[config.mk]
export PLATFORM = sky130hd
export DESIGN_NAME = uart_tx_arbiter
export DESIGN_NICKNAME = d
export VERILOG_FILES = /design/src/rtl/uart_pkg.sv /design/src/rtl/rr_pick.sv /design/src/rtl/uart_tx_arbiter.sv
export SDC_FILE = /design/constraint.sdc
export NUM_CORES = 1
export LEC_CHECK = 0
export ABC_AREA = 1
export ABC_CLOCK_PERIOD_IN_PS = 6730
export CAP_MARGIN = 0
export CORE_MARGIN = 2
export CORE_UTILIZATION = 30
export CTS_CLUSTER_DIAMETER = 80
export DETAILED_ROUTE_END_ITERATION = 8
export HOLD_SLACK_MARGIN = 0.15
export PLACE_DENSITY = 0.56
export SYNTH_ARGS = -nofsm -noshare
export SYNTH_HDL_FRONTEND = slang
export SYNTH_SLANG_ARGS = --single-unit
export TNS_END_PERCENT = 5
[constraint.sdc]
create_clock -name clk29m -period 6.73 [get_ports clk29m]
set_input_delay 1.346 -clock clk29m [delete_from_list [all_inputs] [get_ports clk29m]]
set_output_delay 1.346 -clock clk29m [all_outputs]
set_load 0.1 [all_outputs]
[src/rtl/uart_pkg.sv]
// Shared definitions for the UART transmit arbiter.
// Contents: arbiter state encoding, default trigger length and busy
// watchdog limit, grant index width helper.
package uart_pkg;

  typedef enum logic [1:0] {
    ST_IDLE      = 2'd0,
    ST_TRIG      = 2'd1,
    ST_WAIT_BUSY = 2'd2,
    ST_WAIT_DONE = 2'd3
  } arb_state_e;

  // Trigger high time must cover one full baud-clock period.
  localparam int unsigned TRIG_CYCLES_DEF  = 16;
  localparam int unsigned BUSY_TIMEOUT_DEF = 4096;
  localparam int unsigned GRANT_ID_W       = 3;

  // Width of a requester index; never below one bit.
  function automatic int unsigned idx_w(input int unsigned n);
    return (n > 1) ? $clog2(n) : 1;
  endfunction

endpackage

[src/rtl/rr_pick.sv]
// Round-robin pick: finds the first set bit of 'valid' scanning upward
// from 'rr_ptr' with wrap-around.
// Ports:
//   valid  in  N   candidate requesters
//   rr_ptr in  IW  index with highest priority
//   found  out 1   at least one candidate
//   index  out IW  winning requester index
module rr_pick
  import uart_pkg::*;
#(
  parameter  int unsigned N  = 4,
  localparam int unsigned IW = idx_w(N)
) (
  input  logic [N-1:0]  valid,
  input  logic [IW-1:0] rr_ptr,
  output logic          found,
  output logic [IW-1:0] index
);

  int unsigned j;

  // Rotate, priority-encode and rotate back folded into one scan: step i
  // looks at requester (rr_ptr + i) mod N.
  always_comb begin
    found = 1'b0;
    index = '0;
    j     = 0;
    for (int unsigned i = 0; i < N; i++) begin
      j = i + 32'(rr_ptr);
      if (j >= N) j = j - N;
      if (!found && valid[IW'(j)]) begin
        found = 1'b1;
        index = IW'(j);
      end
    end
  end

endmodule

[src/rtl/uart_tx_arbiter.sv]
// Shares one UART transmit engine between NUM_REQ byte sources.
// Round-robin arbitration, multi-byte messages kept contiguous via a lock,
// stretched trigger for the baud-domain transmitter, busy handshake with a
// per-edge watchdog.
// Ports:
//   clk29m      in   system clock
//   reset       in   asynchronous active-high reset
//   req_valid   in   per-requester byte available
//   req_data    in   byte i at [8i+7:8i]
//   req_last    in   byte i ends its message
//   req_ready   out  one-cycle one-hot accept pulse
//   tx_data     out  byte to transmitter, held until the next accept
//   tx_trig     out  start request, high TRIG_CYCLES cycles
//   tx_busy     in   transmitter busy (baud domain, synchronised here)
//   grant_id    out  current or last granted requester
//   arb_busy    out  high while not idle
//   timeout_err out  sticky watchdog flag
//   clr_err     in   clears timeout_err (a simultaneous timeout wins)
module uart_tx_arbiter
  import uart_pkg::*;
#(
  parameter int unsigned NUM_REQ      = 4,
  parameter int unsigned TRIG_CYCLES  = TRIG_CYCLES_DEF,
  parameter int unsigned BUSY_TIMEOUT = BUSY_TIMEOUT_DEF
) (
  input  logic                    clk29m,
  input  logic                    reset,
  input  logic [NUM_REQ-1:0]      req_valid,
  input  logic [8*NUM_REQ-1:0]    req_data,
  input  logic [NUM_REQ-1:0]      req_last,
  output logic [NUM_REQ-1:0]      req_ready,
  output logic [7:0]              tx_data,
  output logic                    tx_trig,
  input  logic                    tx_busy,
  output logic [GRANT_ID_W-1:0]   grant_id,
  output logic                    arb_busy,
  output logic                    timeout_err,
  input  logic                    clr_err
);

  localparam int unsigned IW = idx_w(NUM_REQ);
  localparam int unsigned TW = $clog2(TRIG_CYCLES + 1);
  localparam int unsigned WW = $clog2(BUSY_TIMEOUT + 1);

  localparam logic [TW-1:0] TRIG_LAST = TW'(TRIG_CYCLES);
  localparam logic [WW-1:0] WD_LIMIT  = WW'(BUSY_TIMEOUT);
  localparam logic [IW-1:0] LAST_IDX  = IW'(NUM_REQ - 1);

  arb_state_e      state_q;
  logic            busy_meta_q;
  logic            busy_sync_q;
  logic [IW-1:0]   rr_ptr_q;
  logic [IW-1:0]   gnt_q;
  logic            lock_q;
  logic [TW-1:0]   trig_cnt_q;
  logic [WW-1:0]   wd_cnt_q;

  logic            rr_found;
  logic [IW-1:0]   rr_index;

  logic            win_found_d;
  logic [IW-1:0]   win_idx_d;
  logic [7:0]      win_data_d;
  logic            win_last_d;
  logic [NUM_REQ-1:0] win_onehot_d;
  logic [IW-1:0]   rr_ptr_d;

  rr_pick #(
    .N (NUM_REQ)
  ) u_rr_pick (
    .valid  (req_valid),
    .rr_ptr (rr_ptr_q),
    .found  (rr_found),
    .index  (rr_index)
  );

  assign grant_id = GRANT_ID_W'(gnt_q);

  // While locked only the lock holder may win, regardless of rr_ptr.
  always_comb begin
    win_found_d = rr_found;
    win_idx_d   = rr_index;
    if (lock_q) begin
      win_found_d = req_valid[gnt_q];
      win_idx_d   = gnt_q;
    end

    win_data_d   = '0;
    win_last_d   = 1'b0;
    win_onehot_d = '0;
    for (int unsigned i = 0; i < NUM_REQ; i++) begin
      if (win_idx_d == IW'(i)) begin
        win_data_d      = req_data[8*i +: 8];
        win_last_d      = req_last[i];
        win_onehot_d[i] = 1'b1;
      end
    end

    rr_ptr_d = (win_idx_d == LAST_IDX) ? '0 : win_idx_d + IW'(1);
  end

  always_ff @(posedge clk29m or posedge reset) begin
    if (reset) begin
      state_q     <= ST_IDLE;
      busy_meta_q <= 1'b0;
      busy_sync_q <= 1'b0;
      rr_ptr_q    <= '0;
      gnt_q       <= '0;
      lock_q      <= 1'b0;
      trig_cnt_q  <= '0;
      wd_cnt_q    <= '0;
      req_ready   <= '0;
      tx_data     <= '0;
      tx_trig     <= 1'b0;
      arb_busy    <= 1'b0;
      timeout_err <= 1'b0;
    end else begin
      busy_meta_q <= tx_busy;
      busy_sync_q <= busy_meta_q;
      req_ready   <= '0;

      // A timeout below overrides this clear in the same cycle.
      if (clr_err) timeout_err <= 1'b0;

      case (state_q)
        ST_IDLE: begin
          if (win_found_d) begin
            req_ready  <= win_onehot_d;
            tx_data    <= win_data_d;
            gnt_q      <= win_idx_d;
            lock_q     <= ~win_last_d;
            if (win_last_d) rr_ptr_q <= rr_ptr_d;
            trig_cnt_q <= '0;
            arb_busy   <= 1'b1;
            state_q    <= ST_TRIG;
          end
        end

        // First TRIG cycle is the accept cycle; tx_trig rises one cycle
        // later and stays up for exactly TRIG_CYCLES cycles.
        ST_TRIG: begin
          if (trig_cnt_q == TRIG_LAST) begin
            tx_trig  <= 1'b0;
            wd_cnt_q <= '0;
            state_q  <= ST_WAIT_BUSY;
          end else begin
            tx_trig    <= 1'b1;
            trig_cnt_q <= trig_cnt_q + TW'(1);
          end
        end

        ST_WAIT_BUSY: begin
          if (busy_sync_q) begin
            wd_cnt_q <= '0;
            state_q  <= ST_WAIT_DONE;
          end else if (wd_cnt_q == WD_LIMIT) begin
            timeout_err <= 1'b1;
            lock_q      <= 1'b0;
            arb_busy    <= 1'b0;
            state_q     <= ST_IDLE;
          end else begin
            wd_cnt_q <= wd_cnt_q + WW'(1);
          end
        end

        ST_WAIT_DONE: begin
          if (!busy_sync_q) begin
            arb_busy <= 1'b0;
            state_q  <= ST_IDLE;
          end else if (wd_cnt_q == WD_LIMIT) begin
            timeout_err <= 1'b1;
            lock_q      <= 1'b0;
            arb_busy    <= 1'b0;
            state_q     <= ST_IDLE;
          end else begin
            wd_cnt_q <= wd_cnt_q + WW'(1);
          end
        end

        default: begin
          arb_busy <= 1'b0;
          state_q  <= ST_IDLE;
        end
      endcase
    end
  end

endmodule

After elaboration in Yosys (flattened, before gate mapping)
Cells that the tools add are included.
W data, S select, Z words.
{"block": "totals", "register_bits": 42}
{"block": "op_classes", "addsub": 10, "order_cmp": 9, "n_eq_ne": 13, "n_mux": 69, "n_bitwise": 1, "n_reduce_logical": 18}
{"op": "$mux W13", "count": 4}
{"op": "$pmux W13 S3", "count": 1}
{"op": "$mux W8", "count": 4}
{"op": "$mux W1", "count": 31}
{"op": "$mux W2", "count": 15}
{"op": "$lt A2 B3 Y1 const B", "count": 5}
{"op": "$add A13 B1 Y13 const B", "count": 1}
{"op": "$eq A13 B13 Y1 const B", "count": 1}
{"op": "$reduce_and A3 Y1", "count": 4}
{"op": "$bmux W1 S2", "count": 5}
{"op": "$mux W5", "count": 2}
{"op": "$ne A2 B2 Y1 const B", "count": 5}
{"op": "$pmux W5 S2", "count": 1}
{"op": "$ge A3 B3 Y1 const B", "count": 3}
{"op": "$eq A2 B2 Y1 const B", "count": 4}
{"op": "$mux W4", "count": 2}
{"op": "$pmux W2 S4", "count": 1}
{"op": "$sub A2 B1 Y2 const B", "count": 4}
{"op": "$add A2 B2 Y3 const A", "count": 2}
{"op": "$pmux W1 S3", "count": 2}
{"op": "$reduce_bool A3 Y1", "count": 2}
{"op": "$add A5 B1 Y5 const B", "count": 1}
{"op": "$eq A5 B5 Y1 const B", "count": 1}
{"op": "$eq A2 B1 Y1 const B", "count": 2}
{"op": "other kinds (11)", "count": 17}

Depth between registers and ports, before layout
Gate-level depths: netlist of the first run.
{"block": "depth", "word_depth": 23, "ltp_mapped": 26, "mapped_depth_nobuf": 24}

Modules after synthesis
Synthesis of the first run repeated with hierarchy kept, for this count alone.
{"block": "unflattened", "hier_cells": 406, "area_unflattened_um2": 2808.9}
{"mod": "uart_tx_arbiter", "instances": 1, "cells_per_inst": 347, "area_each_um2": 2489.9, "seq_area_each_um2": 1051.0}
{"mod": "rr_pick", "instances": 1, "cells_per_inst": 59, "area_each_um2": 319.1, "seq_area_each_um2": 0.0}

Worst setup path after synthesis of the first run
Ideal clock, no wire load.
{"block": "synth_timing", "kind": "input port to flip-flop", "from": "in req_valid[3]", "to": "reg rr_ptr_q[1]", "arrival_time_ns": 3.240, "slack_ns": 3.369, "cell_stages": 24, "n_path_buf": 1, "cell_sequence": "inv_1 nand2_1 nand3_1 nand2_1 nor2_4 nand3_1 nand2_1 inv_1 nand2_1 nand2_1 inv_1 ha_1 buf_4 inv_1 nand2_1 clkinv_1 a22oi_1 nand2_1 nand2_1 nand2_1 inv_1 nor2_4 nand2_1 o21ai_1"}
{"block": "synth_between", "elab_chain_cells": 19, "word_cells_on_any_way": 37}
{"element": "start: declaration", "line_no": "uart_tx_arbiter.sv:28", "rtl": "input logic [NUM_REQ-1:0] req_valid,"}
{"element": "$bmux W1 S2", "line_no": "rr_pick.sv:31", "rtl": "if (!found && valid[IW'(j)]) begin"}
{"element": "$mux W1 (not written as such)", "line_no": "rr_pick.sv:31"}
{"element": "$mux W1", "line_no": "rr_pick.sv:31"}
{"element": "$logic_not A1 Y1", "line_no": "rr_pick.sv:31"}
{"element": "$logic_and A1 B1 Y1", "line_no": "rr_pick.sv:31"}
{"element": "$mux W1", "line_no": "rr_pick.sv:31"}
{"element": "$logic_not A1 Y1", "line_no": "rr_pick.sv:31"}
{"element": "$logic_and A1 B1 Y1", "line_no": "rr_pick.sv:31"}
{"element": "$mux W1", "line_no": "rr_pick.sv:31"}
{"element": "$logic_not A1 Y1", "line_no": "rr_pick.sv:31"}
{"element": "$logic_and A1 B1 Y1", "line_no": "rr_pick.sv:31"}
{"element": "$mux W2 *", "line_no": "rr_pick.sv:31"}
{"element": "$mux W2 *", "line_no": "uart_tx_arbiter.sv:83", "rtl": "if (lock_q) begin"}
{"element": "via win_idx_d[1]", "line_no": "uart_tx_arbiter.sv:62", "rtl": "logic [IW-1:0] win_idx_d;"}
{"element": "$logic_not A2 Y1", "line_no": "uart_tx_arbiter.sv:92", "rtl": "if (win_idx_d == IW'(i)) begin"}
{"element": "$mux W1 (4 in a row)", "line_no": "uart_tx_arbiter.sv:92"}
{"element": "$reduce_and A3 Y1 (no line)"}
{"element": "end signal: assignment", "line_no": "uart_tx_arbiter.sv:132", "rtl": "if (win_last_d) rr_ptr_q <= rr_ptr_d;"}
{"element": "end: declaration", "line_no": "uart_tx_arbiter.sv:52", "rtl": "logic [IW-1:0] rr_ptr_q;"}
The timed path passes the listed nets; every way through them passes the cells marked *. The select of a mux whose other input is x is not followed.
A chain may end at the register's enable or synchronous reset.

Worst setup path after layout of the first run
Ends and elaborated chain as after synthesis.

==> metrics.txt, run 1 <==
status=finished, final reports clean; Worst Path Arrival=4.19 ns; mean post-synth cell area=7.25 sq um; area grow syn2layout=28.8%; synth unique cells=39; initial antenna violation count=0; Setup-failing EPs final=0; leak pwr=1.71 nW; final net count=489; GRT met1 Usage=0.182; DR iter-0 viols=93; first-pass GRT wire length=11.1 mm; f_max=0.250 GHz; gr usage total=0.137; largest stage delay on the critical path=0.42 ns; Final Core Density=0.392; Initial Util=0.305; HPWL after detailed placement=5.29 mm; drt pass-1 iters=4; Worst Setup Path Type=in -> reg; slowest CP cell=clkdlybuf4s50_1; die area=9990 sq um; CP required=6.92 ns; RSZ-0062 raised after global routing=false; TritonCTS clock tree=yes; clk slew on worst S/H paths=0.08 ns; WL/cell=12.4 um; Die W=99.9 um; Hold Fails Final Rpt=0; pwr dens=555 nW/um^2; pin count of the biggest net entering global routing=43; GRT Residual Overflow=0; CTS Root Cell=clkbuf_8; mapped cell area=2760 sq um; sequential area share after synthesis=0.381; final slew viol count=0; setup TNS=0 ns; vias per cell=4.62; Worst VDD drop=0.000218 V; met2 Use GR=0.232; Critical Path End Type=register; Vert. Die Dim=99.9 um; vias in the first global route=2380; DRC viols=0; synthesized instance count=381; Port Buffers=60; Max transition margin=0.317; Seq cells post-synth=42; fin crit share=0.595; Worst Hold Class=reg -> reg; fraction of layout cells with a size suffix above 1=0.0936; clock latency at the later pin of the worst-skew pair=0.30 ns; final estimated routing congestion in global placement=0.928; Least-Margin Pin Slew=1.02 ns; post-CTS setup buffer count=0; CP Cell Sequence=clkdlybuf4s50_1, inv_1, nand2_1, nand3_1, nand2_1, nor2_4, nand3_1, nand2_1, inv_1, nand2_1, nand2_1, inv_1, ha_1, inv_1, nand2_1, clkinv_1, a22oi_1, nand2_1, nand2_1, nand2_1, inv_1, nor2_4, nand2_1, o21ai_1; TritonCTS buffer count=5; GRT met3 Usage=0.0174; Tmin final=4.00 ns; depth of the CTS H-tree=2; CTS Buffer Depth=2; hold buffers post-CTS=0; reg-to-reg slack, setup=3.61 ns; IO Pins=62; final wirelength=6.79 mm; syn_nets=433; Max Cap Violations=0; CP Max Fanout=10; yosys warns=0; clock tree sinks=42; post-route ant nets=0; GR peak layer=met2; final antenna diode count=0; Row Count=35; core footprint=9060 sq um; DR vias=2537; post-cts sizing count=0; crit-path most repeated cell=nand2_1; Worst setup SP type=primary input; clk_skew=0.0127 ns
==> cell usage in the layout (no fill, tap or decap), types with 2 or more instances in the layout <==
| master | instances |
|---|---|
| nor2_2 | 3 |
| inv_1 | 41 |
| nor2_1 | 26 |
| a21oi_1 | 16 |
| nand2_1 | 125 |
| a21oi_2 | 2 |
| nand4_1 | 5 |
| ha_1 | 8 |
| clkdlybuf4s50_1 | 60 |
| o21ai_1 | 6 |
| nor2_4 | 4 |
| o21ai_0 | 23 |
| o2111ai_1 | 2 |
| xor2_1 | 6 |
| a21boi_0 | 2 |
| o21a_1 | 2 |
| clkbuf_8 | 6 |
| bufinv_16 | 2 |
| nand3_1 | 25 |
| nand2_2 | 7 |
| dfrtp_1 | 42 |
| inv_2 | 6 |
| nand2_4 | 4 |
==> area by class of cell <==
class	instances	area, sq um
clock buffer	6	82.6
clock inverter	2	60.1
fill	923	5510
inverter	49	189
multi-input combinational	279	1440
sequential	42	1050
tap	111	139
timing repair buffer	60	601
==> worst paths after layout <==
| path | startpoint | end | cells past startpoint |
|---|---|---|---|
| min in group asynchronous | reset | wd_cnt_q[7] | 2 |
| hold / removal | busy_meta_q | busy_sync_q | 0 |
| hold reg to reg | busy_meta_q | busy_sync_q | 0 |
| setup reg to reg | rr_ptr_q[0] | rr_ptr_q[1] | 22 |
| max in group asynchronous | reset | gnt_q[1] | 2 |
| setup / recovery | req_valid[3] | rr_ptr_q[1] | 24 |
==> layer usage <==
metal,wire length (um),share of wire,vias up
li1,-,-,1316
met1,3170,0.47,1172
met2,3360,0.50,38
met3,132,0.019,11
met4,125,0.018,0
met5,0,0,-
==> logic make-up after synthesis <==
family                   count (synthesis)  synth area share
buffers and inverters                   60            0.0997
other                                    1           0.00136
flip-flops                              42             0.381
AO/OA/AOI/OAI                           59             0.125
AND/OR/NAND/NOR                        204             0.335
adder cells (fa/ha/maj)                  8            0.0362
XOR/XNOR                                 7            0.0222
==> through the flow <==
stage | std cells | hold slack, ns | total power, W | setup WS (ns) | cell area (sq um)
3_3_place_gp | 541 | 0.380 | 0.00172 | 2.58 | 3410
6_report | 549 | 0.387 | 0.00198 | 2.73 | 3560
3_5_place_dp | 541 | 0.377 | 0.00172 | 2.47 | 3410
2_1_floorplan | 381 | 0.331 | 0.00147 | 3.37 | 2760
5_1_grt | 549 | 0.400 | 0.00215 | 2.42 | 3560
4_1_cts | 549 | 0.396 | 0.00199 | 2.77 | 3560
==> power by group <==
part / leakage, nW / internal (W) / total, W / switching, W
clock: 0.0714 / 0.000158 / 0.000252 / 0.0000939
sequential: 0.543 / 0.000333 / 0.000415 / 0.0000823
combinational: 1.09 / 0.000392 / 0.00131 / 0.000916
==> registers in the layout, indices dropped and copies added, names as in the netlist <==
signal	count
arb_busy	1
busy_meta_q	1
busy_sync_q	1
gnt_q	2
lock_q	1
req_ready	4
rr_ptr_q	2
state_q	2
timeout_err	1
trig_cnt_q	5
tx_data	8
tx_trig	1
wd_cnt_q	13
==> synthesized netlist by cell type (all sizes together) <==
cell	instances	area [sq um]
buf	7	71.3
inv	48	185
a211oi	1	12.5
xnor2	1	8.76
nor2	33	161
nor3	2	15.0
clkbuf	4	15.0
dfrtp	42	1050
nand4	5	31.3
a21boi	2	15.0
xor2	6	52.6
a22oi	1	7.51
nor4	1	6.26
nand2	136	558
clkinv	1	3.75
o211ai	1	7.51
o21ai	30	154
conb	1	3.75
a21oi	18	97.6
ha	8	100
o21a	2	15.0
o22ai	2	18.8
nand3	27	153
o2111ai	2	17.5
==> worst max-delay path: cells and delay by family <==
family	cells	cell delay, ns
AND/OR/NAND/NOR	14	1.17
buffers and inverters	7	1.04
adder cells (fa/ha/maj)	1	0.36
AO/OA/AOI/OAI	2	0.26
Power figures use the tool's default switching activity.
==> run 2: changes to the inputs <==
--- a/config.mk
+++ b/config.mk
@@ -6,14 +6,14 @@
 export NUM_CORES = 1
 export LEC_CHECK = 0
 export ABC_AREA = 1
-export ABC_CLOCK_PERIOD_IN_PS = 6730
+export ABC_CLOCK_PERIOD_IN_PS = 3600
 export CAP_MARGIN = 0
 export CORE_MARGIN = 2
 export CORE_UTILIZATION = 30
 export CTS_CLUSTER_DIAMETER = 80
 export DETAILED_ROUTE_END_ITERATION = 8
 export HOLD_SLACK_MARGIN = 0.15
-export PLACE_DENSITY = 0.56
+export PLACE_DENSITY = 0.58
 export SYNTH_ARGS = -nofsm -noshare
 export SYNTH_HDL_FRONTEND = slang
 export SYNTH_SLANG_ARGS = --single-unit
==> constraint.sdc (replaced) <==
create_clock -name clk29m -period 3.6 [get_ports clk29m]
set_input_delay 0.72 -clock clk29m [delete_from_list [all_inputs] [get_ports clk29m]]
set_output_delay 0.72 -clock clk29m [all_outputs]
set_load 0.1 [all_outputs]
==> run 2 against run 1 <==
Compared with the run above: clock skew shrank 0.0019 ns; final cell count is 0.18% higher; clock-buffer cell count up 1; power increased by 78%; routed wire length is 1.4% lower; sequential share of layout area increased by 0.45 points; global-route usage increased by 0.17 points; register-to-register slack got worse by 2.8 ns; via count down 1.1%; first-iteration DRC count fell by 7.5%; sequential power grew 87%; clock power is 14% higher; largest cell class unchanged.
==> metrics.txt, run 2 (synthesized netlist as in run 1, its figures left out) <==
WL/cell=12.2 um (was 12.4 um); switching pwr=0.00201 W (was 0.00109 W); Worst Setup Path Type=in -> reg (unchanged); post-cts sizing count=0 (unchanged); Switching Fraction=0.572 (was 0.553); leak pwr=1.69 nW (was 1.71 nW); Worst setup SP type=primary input (unchanged); RSZ-0062 raised after global routing=false (unchanged); pwr dens=1000 nW/um^2 (was 555 nW/um^2); initial antenna violation count=0 (unchanged); DR vias=2509 (was 2537); vias per cell=4.56 (was 4.62); Die W=99.9 um (unchanged); Port Buffers=60 (unchanged); Worst Path Arrival=3.29 ns (was 4.19 ns); status=finished, final reports clean (unchanged); final wirelength=6.70 mm (was 6.79 mm); most frequent cells in the layout=125 x nand2_1, 59 x clkdlybuf4s50_1, 42 x dfrtp_1 (was 125 x nand2_1, 60 x clkdlybuf4s50_1, 42 x dfrtp_1); Setup-failing EPs final=0 (unchanged); clk slew on worst S/H paths=0.08 ns (about the same); CTS Buffer Depth=2 (unchanged); internal power=0.00151 W (was 0.000883 W); register area=1050 sq um (unchanged); vias in the first global route=2475 (was 2380); f_max=0.322 GHz; post-route ant nets=0 (unchanged); Initial Util=0.305 (unchanged); area grow syn2layout=26.9% (was 28.8%); die area=9990 sq um (unchanged); HPWL after detailed placement=5.20 mm (was 5.29 mm); Critical Path End Type=register (unchanged); combinational fraction of design power=0.698 (was 0.662); Clk pwr share=0.082 (was 0.128); depth of the CTS H-tree=2 (unchanged); fraction of layout cells with a size suffix above 1=0.0934 (was 0.0936); core footprint=9060 sq um (unchanged); Max transition margin=0.309 (was 0.317); final estimated routing congestion in global placement=0.950 (was 0.928); Biggest register=wd_cnt_q (unchanged); Max Cap Violations=0 (unchanged); gr usage total=0.138 (was 0.137); GRT Residual Overflow=0 (unchanged); Row Count=35 (unchanged); final antenna diode count=0 (unchanged); clock tree sinks=42 (unchanged); commonest non-fill, non-tap cell in the layout=nand2_1 (unchanged); fill count=935 (was 923); Hold Fails Final Rpt=0 (unchanged); Worst Hold Class=reg -> reg (unchanged); hold buffers post-CTS=0 (unchanged); Reg power frac=0.220 (was 0.210); Tmin final=3.11 ns; final slew viol count=0 (unchanged); DR iter-0 viols=86 (was 93); TritonCTS clock tree=yes (unchanged); DRC viols=0 (unchanged); IO Pins=62 (unchanged); clock latency at the later pin of the worst-skew pair=0.29 ns (was 0.30 ns); Least-Margin Pin Slew=1.03 ns (was 1.02 ns); Vert. Die Dim=99.9 um (unchanged); pin count of the biggest net entering global routing=43 (unchanged); biggest regs=wd_cnt_q (13), tx_data (8), trig_cnt_q (5) (unchanged); post-CTS setup buffer count=0 (unchanged); clk_skew=0.0108 ns (was 0.0127 ns); CP required=3.78 ns (was 6.92 ns); final net count=491 (was 489); Worst VDD drop=0.000440 V (was 0.000218 V); CP Max Fanout=9 (was 10); fin crit share=0.864; area of the multi-input gates=1440 sq um (unchanged); max reg flops=13 (unchanged); TritonCTS buffer count=5 (unchanged); Final Core Density=0.386 (was 0.392); CTS Root Cell=clkbuf_8 (unchanged); first-pass GRT wire length=11.3 mm (was 11.1 mm); setup TNS=0 ns (unchanged); drt pass-1 iters=4 (unchanged)
[run 2: final timing paths]
path,startpoint,endpoint,slack [ns],depth (start not counted)
worst max-delay path,req_valid[2],rr_ptr_q[1],0.49,23
worst min-delay path,busy_meta_q,busy_sync_q,0.35,0
worst max register to register,rr_ptr_q[0],rr_ptr_q[1],0.76,17
worst min register to register,busy_meta_q,busy_sync_q,0.35,0
max in group asynchronous,reset,tx_data[2],2.13,2
min in group asynchronous,reset,tx_trig,0.93,2
[run 2: area by class of cell]
class / count / area share
Inverter: 49 / 0.0539
Timing Repair Buffer: 62 / 0.175
Multi-Input combinational cell: 279 / 0.410
Sequential cell: 42 / 0.300
Clock buffer: 7 / 0.0218
Tap cell: 111 / 0.0396
[run 2: critical path, cell delays in order]
cell             delay (ns)
clkdlybuf4s50_1        0.49
inv_1                  0.06
nand2_2                0.07
nand3_1                0.09
o21ai_1                0.14
nand3_1                0.12
nand2_1                0.08
nand2_1                0.04
nand3_1                0.09
nand2_1                0.12
inv_1                  0.10
ha_1                   0.17
inv_1                  0.06
nand2_1                0.06
clkinv_1               0.19
a22oi_1                0.21
nand2_1                0.07
nand2_1                0.06
nand2_1                0.06
inv_1                  0.11
nor2_4                 0.05
nand2_1                0.06
o21ai_1                0.05
[run 2: per-layer routing]
metal,track usage,up-vias,share of wire
met3,0.0216,10,0.031
met4,0.0474,0,0.018
li1,-,1318,-
met1,0.187,1137,0.46
met2,0.227,44,0.49
met5,0,-,0
[run 2: power groups by stage]
stage	clock network (W)	logic, W	registers, W
after floorplan	0	0.00152	0.00124
after global placement	0	0.00245	0.000785
after detailed placement	0	0.00245	0.000785
after CTS	0.000299	0.00247	0.000777
after global routing	0.000325	0.00275	0.000800
final	0.000287	0.00245	0.000775
[run 2: stage by stage]
step,cell area [sq um],instances,power [W],hold WS [ns],setup WS (ns)
2_1_floorplan,2760,381,0.00275,0.331,0.865
3_3_place_gp,3430,543,0.00323,0.333,0.236
3_5_place_dp,3430,543,0.00324,0.336,0.173
4_1_cts,3500,550,0.00354,0.352,0.478
5_1_grt,3500,550,0.00388,0.373,0.0972
6_report,3500,550,0.00352,0.351,0.491
